### src/rtl/mux_pkg.sv
`default_nettype none
// ============================================================================
// Module      : mux_pkg
// Description : Shared types and constants for the mux select sequencer:
//               FSM state encoding, data/select/counter widths and the
//               select stepping helper.
// Revision    : 1.0 - initial release
// ============================================================================
package mux_pkg;

    localparam int C_DATA_W = 8;
    localparam int C_SEL_W  = 3;
    localparam int C_CNT_W  = 4;

    localparam logic [C_SEL_W-1:0] C_SEL_MAX = 3'd7;
    localparam logic [C_SEL_W-1:0] C_SEL_MIN = 3'd0;

    typedef enum logic [0:0] {
        ST_IDLE  = 1'b0,
        ST_SHIFT = 1'b1
    } state_t;

    // Next select value: count down for MSB-first order, up otherwise.
    function automatic logic [C_SEL_W-1:0] sel_step(
        input logic [C_SEL_W-1:0] sel,
        input logic               down
    );
        return down ? (sel - C_SEL_W'(1)) : (sel + C_SEL_W'(1));
    endfunction

endpackage
`default_nettype wire

### src/rtl/mux_sel_sequencer.sv
`default_nettype none
// ============================================================================
// Module      : mux_sel_sequencer
// Description : Serializes an 8-bit word by walking the select of an external
//               8:1 mux across the word and sampling the returned bit. Each
//               select value is held for BIT_CYCLES clocks; words may be
//               streamed back-to-back with no gap. Supports synchronous flush
//               of the word in progress.
// Revision    : 1.0 - initial release
// ============================================================================
module mux_sel_sequencer
    import mux_pkg::*;
#(
    parameter int BIT_CYCLES = 1,
    parameter int MSB_FIRST  = 0
) (
    input  logic                clk,
    input  logic                rst_n,
    input  logic                in_valid,
    output logic                in_ready,
    input  logic [C_DATA_W-1:0] in_data,
    input  logic                flush,
    output logic [C_DATA_W-1:0] a,
    output logic [C_SEL_W-1:0]  s,
    input  logic                mux_out,
    output logic                ser_bit,
    output logic                ser_valid,
    output logic                ser_last,
    output logic                busy
);

    // Last count value of a bit period and the select loaded at word start.
    localparam logic [C_CNT_W-1:0] C_CNT_LAST  = C_CNT_W'(BIT_CYCLES - 1);
    localparam logic [C_SEL_W-1:0] C_SEL_FIRST = (MSB_FIRST != 0) ? C_SEL_MAX : C_SEL_MIN;
    localparam logic [C_SEL_W-1:0] C_IDX_LAST  = 3'd7;
    localparam logic               C_SEL_DOWN  = (MSB_FIRST != 0);

    state_t              r_state;
    logic [C_CNT_W-1:0]  r_cnt;
    logic [C_SEL_W-1:0]  r_idx;
    logic [C_DATA_W-1:0] r_a;
    logic [C_SEL_W-1:0]  r_s;
    logic                r_ser_bit;
    logic                r_ser_valid;
    logic                r_ser_last;

    state_t              w_state_nxt;
    logic [C_CNT_W-1:0]  w_cnt_nxt;
    logic [C_SEL_W-1:0]  w_idx_nxt;
    logic [C_DATA_W-1:0] w_a_nxt;
    logic [C_SEL_W-1:0]  w_s_nxt;
    logic                w_ser_bit_nxt;
    logic                w_ser_valid_nxt;
    logic                w_ser_last_nxt;

    logic                w_period_end;
    logic                w_word_end;
    logic                w_accept;

    // A bit period ends when the counter reaches its last value while shifting;
    // the word ends on the period end of the eighth bit. A flush suppresses
    // both, so it also withholds the back-to-back ready.
    assign w_period_end = (r_state == ST_SHIFT) && (r_cnt == C_CNT_LAST) && !flush;
    assign w_word_end   = w_period_end && (r_idx == C_IDX_LAST);
    assign in_ready     = (r_state == ST_IDLE) || w_word_end;
    assign w_accept     = in_valid && in_ready;

    assign a         = r_a;
    assign s         = r_s;
    assign ser_bit   = r_ser_bit;
    assign ser_valid = r_ser_valid;
    assign ser_last  = r_ser_last;
    assign busy      = (r_state == ST_SHIFT);

    // Next-state and datapath update: sample/step, flush abort, word reload.
    always_comb begin
        w_state_nxt     = r_state;
        w_cnt_nxt       = r_cnt;
        w_idx_nxt       = r_idx;
        w_a_nxt         = r_a;
        w_s_nxt         = r_s;
        w_ser_bit_nxt   = r_ser_bit;
        w_ser_valid_nxt = 1'b0;
        w_ser_last_nxt  = 1'b0;

        case (r_state)
            ST_IDLE: begin
                // Loading is handled below, shared with the back-to-back path.
            end

            ST_SHIFT: begin
                if (flush) begin
                    // Abort: a and s hold, no sample this cycle.
                    w_state_nxt = ST_IDLE;
                    w_cnt_nxt   = '0;
                    w_idx_nxt   = '0;
                end else if (w_period_end) begin
                    w_ser_bit_nxt   = mux_out;
                    w_ser_valid_nxt = 1'b1;
                    w_cnt_nxt       = '0;
                    w_idx_nxt       = r_idx + C_SEL_W'(1);
                    if (r_idx == C_IDX_LAST) begin
                        // Select is left on the final bit; only a reload moves it.
                        w_ser_last_nxt = 1'b1;
                        w_state_nxt    = ST_IDLE;
                    end else begin
                        w_s_nxt = sel_step(r_s, C_SEL_DOWN);
                    end
                end else begin
                    w_cnt_nxt = r_cnt + C_CNT_W'(1);
                end
            end

            default: begin
                w_state_nxt = ST_IDLE;
                w_cnt_nxt   = '0;
                w_idx_nxt   = '0;
            end
        endcase

        // Accepting a word overrides the end-of-word return to idle.
        if (w_accept) begin
            w_state_nxt = ST_SHIFT;
            w_a_nxt     = in_data;
            w_s_nxt     = C_SEL_FIRST;
            w_cnt_nxt   = '0;
            w_idx_nxt   = '0;
        end
    end

    // State and datapath registers with asynchronous reset.
    always_ff @(posedge clk or negedge rst_n) begin
        if (!rst_n) begin
            r_state     <= ST_IDLE;
            r_cnt       <= '0;
            r_idx       <= '0;
            r_a         <= '0;
            r_s         <= '0;
            r_ser_bit   <= 1'b0;
            r_ser_valid <= 1'b0;
            r_ser_last  <= 1'b0;
        end else begin
            r_state     <= w_state_nxt;
            r_cnt       <= w_cnt_nxt;
            r_idx       <= w_idx_nxt;
            r_a         <= w_a_nxt;
            r_s         <= w_s_nxt;
            r_ser_bit   <= w_ser_bit_nxt;
            r_ser_valid <= w_ser_valid_nxt;
            r_ser_last  <= w_ser_last_nxt;
        end
    end

endmodule
`default_nettype wire

### config.mk
export PLATFORM = sky130hd
export DESIGN_NAME = mux_sel_sequencer
export DESIGN_NICKNAME = d
export VERILOG_FILES = /design/src/rtl/mux_pkg.sv /design/src/rtl/mux_sel_sequencer.sv
export SDC_FILE = /design/constraint.sdc
export NUM_CORES = 1
export LEC_CHECK = 0
export CAP_MARGIN = 20
export CORE_UTILIZATION = 50
export DETAILED_ROUTE_END_ITERATION = 8
export GPL_ROUTABILITY_DRIVEN = 0
export PLACE_DENSITY = 0.81
export SYNTH_ARGS = -nofsm -noshare
export SYNTH_HDL_FRONTEND = slang
export SYNTH_SLANG_ARGS = --single-unit
### constraint.sdc
create_clock -name clk -period 3.05 [get_ports clk]
set_input_delay 0.61 -clock clk [delete_from_list [all_inputs] [get_ports clk]]
set_output_delay 0.61 -clock clk [all_outputs]
set_load 0.1 [all_outputs]
# Word-level counts from Yosys, hierarchy flattened
# Cells that the tools add are included.
# totals
register_bits	22
latchBits	0
mem_bits_rw	0
mem_bits_ro	0
inputBits	13
output_inout_bits	16
wordCells	54
mem_count	0
# classes
n_addsub	3
multipliers	0
div	0
magnitude_cmp	0
eq_ne	3
shift	0
mux	25
n_bitwise	2
n_reduce_logical	13
# ops
op	n
3-bit two-way mux	9
4-bit two-way mux	4
1-bit two-way mux	12
3-bit by 1-bit adder with 3-bit output (second input constant)	2
4-bit by 1-bit adder with 4-bit output (second input constant)	1
1-bit logical AND	4
4-bit logical NOT	1
4-bit AND reduction	1
2-bit nonzero test	2
3-bit == test (second input constant)	1
3-bit AND reduction	1
3-bit nonzero test	1
2-bit by 1-bit != test with 1-bit output (second input constant)	1
2-bit != test (second input constant)	1
1-bit NOT	2
2-bit AND reduction	1
1-bit logical NOT	1
1-bit logical OR	1

# Logic depth before layout (Yosys ltp)
# Gate-level depths: netlist of run 1.
# logic_depth
depth_word	8
ltp_mapped	7
ltp_nobuf	6

# Least setup slack after synthesis of run 1
# No wires, ideal clock.
# synth_timing
path_type	register -> output
startpoint	register r_cnt[0]
endpoint	output in_ready
arrival_time_ns	1.925
required_time_ns	2.440
setup_slack_ns	0.515
path_stages_with_launch	7
n_path_buf	1
cell_sequence	dfrtp_1 > inv_1 > ha_1 > or3b_1 > buf_6 > o21a_1 > inv_1
# synth_between
elab_chain_cells	5
# synth_lines
item	line_no	rtl
start: declaration	mux_sel_sequencer.sv:39	logic [C_CNT_W-1:0] r_cnt;
start signal: assignment	mux_sel_sequencer.sv:144	r_cnt <= w_cnt_nxt;
4-bit logical NOT	mux_sel_sequencer.sv:63	assign w_period_end = (r_state == ST_SHIFT) && (r_cnt == C_CNT_LAST) && !flush;
1-bit logical AND (2 in a row)	mux_sel_sequencer.sv:63	
1-bit logical AND	mux_sel_sequencer.sv:64	assign w_word_end = w_period_end && (r_idx == C_IDX_LAST);
1-bit logical OR	mux_sel_sequencer.sv:65	assign in_ready = (r_state == ST_IDLE) || w_word_end;
end: declaration	mux_sel_sequencer.sv:20	output logic in_ready,
# Every way passes these cells.

# Worst setup path after layout of run 1
# Same ends and word-level chain as after synthesis.

==> flow_summary.ini, run 1 <==
[global_routing]
grt_use_total_pct = 19.9
grt_start_max_net_pins = 23
initial_antenna_violation_count = 0
first_global_vias = 879
grt_overflow_total = 0
wire_length_of_the_first_global_routing_pass_mm = 3.65

[setup_path]
critical_path_arrival_ns = 2.25
timing.critical_path.slowest_cell_delay_ns = 0.51
worstReg2RegEnd = s[2]$_DFFE_PN0P_
critical-path-top-cell-by-count = inv_1
timing.critical_path.from_type = flop
critPathRequiredTime_ns = 2.44
crit_path_max_fanout = 11
critical-path-top-delay-family = simple AND/OR/NAND/NOR gates
ff2ff_path_depth = 6
timing_worst_setup_path_type = flop to primary output
cell_at_the_slowest_stage_of_the_critical_path = or3b_1
worstReg2RegStart = r_cnt[0]$_DFFE_PN0N_
worstSetupEndpointType = primary output
cells_traversed_along_the_worst_timing_path = inv_1 -> ha_1 -> or3b_1 -> o21a_1 -> inv_1 -> buf_12
register_to_register_setup_slack_ns = 1.07
cp.buffers_inverters = 3

[die]
dieWidth_um = 49.1
initial_core_util_pct = 54.8
die_y_um = 49.1
die-area_um2 = 2410
floorplan.io_pins = 29
core_area_um2 = 2020
placementRows = 16

[yosys]
async_s_r_ff_share_synth_pct = 100
synthFlopType = dfrtp_1
yosysSeqAreaShare_pct = 49.7
synth_cell_types = 36
syn_std_cell_area_um2 = 1110
synth.ff_latch_count = 22
synth_edf_count = 0
syn-instance-count = 106
synthesized_nets = 124
ys_warn_count = 0
avgSynthCellArea_um2 = 10.4

[placement]
place_worst_setup_slack_ns = 0.343
detailed_place.area_um2 = 1370
port_buffers = 28
placed_cells_incl_taps = 157
place.detailed.hpwl_mm = 1.62

[cts]
cts-htree-levels = 1
cts.reportedPaths.clkPinSlew_ns = 0.11
post_cts.resized_instances = 0
cts_tree = built
clock_tree.root_cell = clkbuf_4
cts_buffer_depth = 2
cts_hold_repair.buffers = 0
cts-buffers-inserted = 3
cts.sink_count = 22
cts_setup_buffers = 0
worstSkewPairLatency_ns = 0.30

[sta]
fin_hold_ws_ns = 0.519
hold_viol_final = 0
setup_ws_ns = 0.186
worstMarginPinSlew_ns = 0.480
layout_worst_path_cycle_share_pct = 93.9
max_clock_freq_mhz = 349
report.final.setup_viol = 0
post-route-min-period_ns = 2.86
grt_setup_unrepaired = false
slew_headroom_pct = 67.9
setup_tns_final_ns = 0
final_max_slew_viol_count = 0
skew_ns = 0.00283

[layout]
finish.cell_count_without_fillers = 161
number_of_antenna_cells_inserted = 0
multi_input_area_um2 = 503
drive_gt1_share_pct = 20.1
n_fill_cell = 152
regArea_um2 = 551
final_core_utilization_pct = 69.6
post-route-cell-area_um2 = 1410
fin_nets = 153
area_growth_pct = 27.0

[min_path]
hp-start = ser_bit$_DFFE_PN0P_
hold_end = ser_bit$_DFFE_PN0P_
holdCritPathClass = flop to flop
min_delay_path_depth = 1

[power_and_ir_drop]
power.leakage_nw = 0.663
p_total_mw = 1.27
ir_worst_vdd_mv = 0.697
power_per_cell_area_nw_per_um2 = 903

[run]
drv_cap = 0

[drt]
met2WireLength_mm = 1.10
route.top_layer_used = met4
avgRoutedWirePerCell_um = 13.1
drt-total-wl_mm = 2.11
detail_route.wirelength.met1_um = 883
via_count = 908
drt_pre_antenna_iters = 4
antenna_left = 0
routed_via_density = 5.64
dr_wl_met3_um = 94
post_detailed_route_drc_marker_count = 0
drt_iter0_drc = 13

[status]
run_status = complete, no violations
-- metal layers --
metal	up-vias	track usage (%)
met5	-	0
met4	0	13.2
met3	4	3.43
met2	28	32.4
met1	441	24.0
li1	435	-
-- power by group --
| part | internal [mW] | total (mW) | leakage (nW) | switching (mW) |
|---|---|---|---|---|
| sequential | 0.358 | 0.410 | 0.284 | 0.0528 |
| clock | 0.0728 | 0.156 | 0.0210 | 0.0829 |
| combinational | 0.182 | 0.704 | 0.358 | 0.522 |
-- cell usage after synthesis (3+ instances only) --
cell type	n	area share, %
o22ai_1	10	5.6
a22oi_1	3	2.0
dfrtp_1	22	50
nand2b_1	4	2.3
nand2_1	18	6.1
nor2_1	4	1.4
inv_1	4	1.4
ha_1	5	5.6
-- placed cells by master (no fill, tap or decap), types with 2 or more instances in the layout --
master,n
clkdlybuf4s50_1,12
ha_1,5
nor2_1,4
buf_4,17
o21a_1,2
clkbuf_4,3
a32o_1,2
a22oi_1,3
dfrtp_1,22
o31ai_1,2
nand3_1,2
o21ai_0,2
inv_1,4
mux2i_1,2
o22ai_1,10
nand2b_1,4
nand2_1,18
-- how the worst max path moves through the flow --
stage	startpoint	endpoint	slack (ns)	cells after the start
after floorplan	r_cnt[0]$_DFFE_PN0N_	in_ready	0.52	6
after global placement	flush	in_ready	0.39	5
after detailed placement	flush	in_ready	0.34	5
after CTS	r_cnt[0]$_DFFE_PN0N_	in_ready	0.17	6
after global routing	r_cnt[0]$_DFFE_PN0N_	in_ready	0.07	6
final	r_cnt[0]$_DFFE_PN0N_	in_ready	0.19	6
-- cell families (layout without fill, tap and decap cells) --
group / after synthesis / in the layout / synth area share (%)
flip-flops: 22 / 22 / 49.7
XOR/XNOR: 2 / 2 / 1.58
AND/OR/NAND/NOR: 38 / 38 / 18.6
buffers and inverters: 10 / 38 / 4.86
multiplexers: 3 / 3 / 2.82
AO/OA/AOI/OAI: 26 / 26 / 16.7
adder cells (fa/ha/maj): 5 / 5 / 5.65
-- sequential cells by signal, summed over array words and instances (netlist names) --
signal / count
busy: 1
ser_last: 1
ser_bit: 1
a: 8
r_idx: 3
ser_valid: 1
r_cnt: 4
s: 3
-- area by class of cell --
class,instances,area share (%)
multi-input combinational,74,35.8
tap,27,2.40
clock buffer,4,2.58
inverter,4,1.07
sequential,22,39.1
timing repair buffer,30,19.0
-- worst register-to-register path, delay by kind of cell (launching register included) --
kind                     cells  cell delay, ns
flip-flops                   1            0.42
AO/OA/AOI/OAI                2            0.49
adder cells (fa/ha/maj)      1            0.16
buffers and inverters        2            0.30
AND/OR/NAND/NOR              1            0.51
(Power assumes the default switching activity.)
==> run 2: changes to the inputs <==
--- a/config.mk
+++ b/config.mk
@@ -6,10 +6,10 @@
 export NUM_CORES = 1
 export LEC_CHECK = 0
 export CAP_MARGIN = 20
-export CORE_UTILIZATION = 50
+export CORE_UTILIZATION = 47
 export DETAILED_ROUTE_END_ITERATION = 8
 export GPL_ROUTABILITY_DRIVEN = 0
-export PLACE_DENSITY = 0.81
+export PLACE_DENSITY = 0.77
 export SYNTH_ARGS = -nofsm -noshare
 export SYNTH_HDL_FRONTEND = slang
 export SYNTH_SLANG_ARGS = --single-unit
==> constraint.sdc (replaced) <==
create_clock -name clk -period 2.85 [get_ports clk]
set_input_delay 0.57 -clock clk [delete_from_list [all_inputs] [get_ports clk]]
set_output_delay 0.57 -clock clk [all_outputs]
set_load 0.1 [all_outputs]
==> flow_summary.ini, run 2 (synthesized netlist as in run 1, its figures left out) <==
[cts]
cts.reportedPaths.clkPinSlew_ns = 0.12
clock_tree.root_cell = clkbuf_4
post_cts.resized_instances = 0
cts.sink_count = 22
cts-htree-levels = 1
cts_setup_buffers = 0
cts_hold_repair.buffers = 0
cts_buffer_depth = 2
worstSkewPairLatency_ns = 0.30
cts_tree = built
cts-buffers-inserted = 3

[layout]
n_fill_cell = 195
mostFrequentLayoutCells = dfrtp_1 (22), nand2_1 (18), buf_4 (18)
number_of_antenna_cells_inserted = 0
multi_input_area_um2 = 503
fin_nets = 154
largest_register_ffs = 8
mostFrequentLayoutCell = dfrtp_1
final_core_utilization_pct = 64.0
drive_gt1_share_pct = 20.7
area_growth_pct = 27.8
post-route-cell-area_um2 = 1420
regArea_um2 = 551

[setup_path]
cells_traversed_along_the_worst_timing_path = inv_1 -> ha_1 -> or3b_1 -> o21a_1 -> inv_1 -> buf_12
worstSetupEndpointType = primary output
timing.critical_path.slowest_cell_delay_ns = 0.50
timing_worst_setup_path_type = flop to primary output
crit_path_max_fanout = 6
timing.critical_path.from_type = flop
cell_at_the_slowest_stage_of_the_critical_path = or3b_1
critical-path-top-cell-by-count = inv_1
critical_path_arrival_ns = 2.08
critPathRequiredTime_ns = 2.28

[power_and_ir_drop]
comb_power_share_pct = 55.5
sw_frac_of_total_pct = 51.9
power_per_cell_area_nw_per_um2 = 968
ir_worst_vdd_mv = 0.600
power.share.sequential_pct = 32.0
power.leakage_nw = 0.668
switching_power_mw = 0.712
internal_power_mw = 0.659
clockPowerShare_pct = 12.5

[drt]
drt-total-wl_mm = 2.15
drt_pre_antenna_iters = 4
routed_via_density = 5.48
post_detailed_route_drc_marker_count = 0
drt_iter0_drc = 9
via_count = 893
avgRoutedWirePerCell_um = 13.2
antenna_left = 0

[die]
floorplan.io_pins = 29
core_area_um2 = 2210
dieWidth_um = 50.5
die-area_um2 = 2550
initial_core_util_pct = 50.1
placementRows = 17
die_y_um = 50.5

[global_routing]
grt_start_max_net_pins = 23
grt_overflow_total = 0
grt_use_total_pct = 18.4
initial_antenna_violation_count = 0
first_global_vias = 825
wire_length_of_the_first_global_routing_pass_mm = 3.46

[sta]
slew_headroom_pct = 64.1
hold_viol_final = 0
setup_tns_final_ns = 0
max_clock_freq_mhz = 378
grt_setup_unrepaired = false
report.final.setup_viol = 0
post-route-min-period_ns = 2.65
layout_worst_path_cycle_share_pct = 92.9
worstMarginPinSlew_ns = 0.536
skew_ns = 0.00657
final_max_slew_viol_count = 0

[min_path]
holdCritPathClass = flop to flop

[status]
run_status = complete, no violations

[placement]
detailed_place.area_um2 = 1380
place.detailed.hpwl_mm = 1.58
port_buffers = 28

[run]
drv_cap = 0
-- run 2: cell type report --
| type | count | area share [%] |
|---|---|---|
| clock buffer | 4 | 2.56 |
| tap | 28 | 2.48 |
| timing repair buffer | 31 | 19.5 |
| sequential | 22 | 38.9 |
| inverter | 4 | 1.06 |
| multi-input combinational | 74 | 35.5 |
-- run 2: worst max-delay path: cells and delay by family (launching register included) --
family / cells / cell delay (ns)
DFF: 1 / 0.42
AOI/OAI and AO/OA: 1 / 0.25
buffers and inverters: 3 / 0.45
adders and majority gates: 1 / 0.16
and+or+nand+nor: 1 / 0.50
-- run 2: path summary, 6_finish.rpt --
check,to,slack (ns),cells past startpoint,from
hold reg to reg,r_idx[1]$_DFFE_PN0P_,0.51,1,r_idx[1]$_DFFE_PN0P_
hold / removal,r_idx[1]$_DFFE_PN0P_,0.51,1,r_idx[1]$_DFFE_PN0P_
setup reg to reg,busy$_DFF_PN0_,1.01,6,r_cnt[0]$_DFFE_PN0N_
min in group asynchronous,s[2]$_DFFE_PN0P_,0.59,2,rst_n
setup / recovery,in_ready,0.20,6,r_cnt[0]$_DFFE_PN0N_
max in group asynchronous,ser_bit$_DFFE_PN0P_,2.04,2,rst_n
-- run 2: power groups by stage --
stage	logic [mW]	clock network, mW	registers [mW]
finish	0.761	0.171	0.439
global route	0.797	0.191	0.448
CTS	0.767	0.177	0.439
detailed placement	0.766	0	0.443
global placement	0.748	0	0.443
floorplan	0.242	0	0.808
-- run 2: routing by layer --
layer	vias to the layer above	share of wire [%]	global-route usage, %
met5	-	0	0
met2	27	49	32.2
met1	430	46	22.2
li1	434	-	-
met3	2	4.5	2.73
met4	0	0.42	8.33
-- run 2: metrics by stage --
stage	power (mW)	cells	hold WS, ns	setup slack (ns)
CTS	1.38	163	0.516	0.175
global route	1.44	163	0.531	0.0832
global placement	1.19	159	0.481	0.488
floorplan	1.05	106	0.274	0.355
finish	1.37	163	0.512	0.204
detailed placement	1.21	159	0.488	0.464
==> run 3: changes to the inputs <==
==> constraint.sdc (replaced) <==
create_clock -name clk -period 2.85 [get_ports clk]
set_input_delay 0.4275 -clock clk [delete_from_list [all_inputs] [get_ports clk]]
set_output_delay 0.4275 -clock clk [all_outputs]
set_load 0.1 [all_outputs]
==> flow_summary.ini, run 3 (synthesized netlist as in run 1, its figures left out) <==
[status]
run_status = complete, no violations

[setup_path]
timing.critical_path.from_type = flop
critical-path-top-delay-family = buffers and inverters
timing.critical_path.slowest_cell_delay_ns = 0.50
crit_path_max_fanout = 11
critPathRequiredTime_ns = 2.42
cp.buffers_inverters = 3
cells_traversed_along_the_worst_timing_path = inv_1 -> ha_1 -> or3b_1 -> o21a_1 -> inv_1 -> buf_12
critical-path-top-cell-by-count = inv_1
timing_worst_setup_path_type = flop to primary output
critical_path_arrival_ns = 2.25
cell_at_the_slowest_stage_of_the_critical_path = or3b_1
worstSetupEndpointType = primary output

[layout]
mostFrequentLayoutCell = dfrtp_1
finish.cell_count_without_fillers = 161
number_of_antenna_cells_inserted = 0
mostFrequentLayoutCells = dfrtp_1 (22), nand2_1 (18), buf_4 (17)
fin_nets = 153
drive_gt1_share_pct = 19.5
largest_register_ffs = 8
post-route-cell-area_um2 = 1390
area_growth_pct = 25.9

[placement]
port_buffers = 28
detailed_place.area_um2 = 1370
placed_cells_incl_taps = 158
place_worst_setup_slack_ns = 0.484
place.detailed.hpwl_mm = 1.61

[sta]
slew_headroom_pct = 68.4
setup_tns_final_ns = 0
hold_viol_final = 0
post-route-min-period_ns = 2.68
layout_worst_path_cycle_share_pct = 94.0
final_max_slew_viol_count = 0
grt_setup_unrepaired = false
report.final.setup_viol = 0
max_clock_freq_mhz = 373
worstMarginPinSlew_ns = 0.471
skew_ns = 0.00494
setup_ws_ns = 0.170

[global_routing]
grt_start_max_net_pins = 23
initial_antenna_violation_count = 0
wire_length_of_the_first_global_routing_pass_mm = 3.57
grt_overflow_total = 0
grt_use_total_pct = 18.7
first_global_vias = 832

[cts]
worstSkewPairLatency_ns = 0.30
clock_tree.root_cell = clkbuf_4
cts.reportedPaths.clkPinSlew_ns = 0.11
cts_tree = built
cts_hold_repair.buffers = 0
cts-htree-levels = 1
cts_buffer_depth = 2
cts_setup_buffers = 0
cts-buffers-inserted = 3
post_cts.resized_instances = 0
cts.sink_count = 22

[power_and_ir_drop]
power.leakage_nw = 0.656
comb_power_share_pct = 56.5
clockPowerShare_pct = 10.1
power_per_cell_area_nw_per_um2 = 950
sw_frac_of_total_pct = 52.7
internal_power_mw = 0.626
p_total_mw = 1.32
switching_power_mw = 0.698
power.share.sequential_pct = 33.3
ir_worst_vdd_mv = 0.597

[die]
die_y_um = 50.5
die-area_um2 = 2550
initial_core_util_pct = 50.1
placementRows = 17
core_area_um2 = 2210
dieWidth_um = 50.5
floorplan.io_pins = 29

[drt]
via_count = 886
post_detailed_route_drc_marker_count = 0
avgRoutedWirePerCell_um = 13.4
drt_iter0_drc = 7
routed_via_density = 5.50
antenna_left = 0
drt-total-wl_mm = 2.15
drt_pre_antenna_iters = 4

[min_path]
holdCritPathClass = input port to async pin

[run]
drv_cap = 0
[run 3: cell types whose count changed in the layout (fill, tap and decap cells not counted), sizes merged]
cell	delta
buf	-1
clkbuf	-1
[run 3: worst paths after layout]
| check | from | end | slack (ns) | cells after the start |
|---|---|---|---|---|
| max | r_cnt[0]$_DFFE_PN0N_ | in_ready | 0.17 | 6 |
| min | rst_n | a[1]$_DFFE_PN0N_ | 0.47 | 2 |
| max reg2reg | r_cnt[0]$_DFFE_PN0N_ | s[2]$_DFFE_PN0P_ | 0.83 | 6 |
| min reg2reg | r_idx[2]$_DFFE_PN0P_ | r_idx[2]$_DFFE_PN0P_ | 0.51 | 1 |
| max in group asynchronous | rst_n | a[3]$_DFFE_PN0N_ | 2.17 | 2 |
| min in group clk | r_idx[2]$_DFFE_PN0P_ | r_idx[2]$_DFFE_PN0P_ | 0.51 | 1 |
[run 3: final cells by class]
| class | count | area [um2] |
|---|---|---|
| fill | 194 | 818 |
| sequential | 22 | 551 |
| multi-input combinational | 74 | 503 |
| timing repair buffer | 30 | 268 |
| tap | 28 | 35.0 |
| clock buffer | 3 | 22.5 |
| inverter | 4 | 15.0 |
[run 3: power by group through the flow]
| stage | clock network [mW] | logic, mW | registers, mW |
|---|---|---|---|
| floorplan | 0 | 0.242 | 0.808 |
| global placement | 0 | 0.746 | 0.444 |
| detailed placement | 0 | 0.752 | 0.446 |
| CTS | 0.139 | 0.752 | 0.442 |
| global route | 0.154 | 0.788 | 0.453 |
| finish | 0.134 | 0.749 | 0.442 |
[run 3: routing by layer]
layer / vias up / wire length, um / GRT usage (%)
met5: - / 0 / 0
met4: 0 / 14 / 6.94
met3: 2 / 86 / 2.73
met2: 21 / 1100 / 34.9
met1: 433 / 950 / 21.2
li1: 430 / - / -
[run 3: through the flow]
stage / hold slack [ns] / utilization, %
floorplan: 0.132 / -
detailed placement: 0.494 / 62.0
global placement: 0.485 / 62.0
global route: 0.474 / 63.0
finish: 0.467 / 63.0
CTS: 0.471 / 63.0
[run 3: worst register-to-register path, delay by kind of cell, from the launching register on]
family	cells	cell delay (ns)
simple gates	1	0.50
buf+inv	2	0.32
compound gates	2	0.50
flops	1	0.41
fa+ha+maj	1	0.16
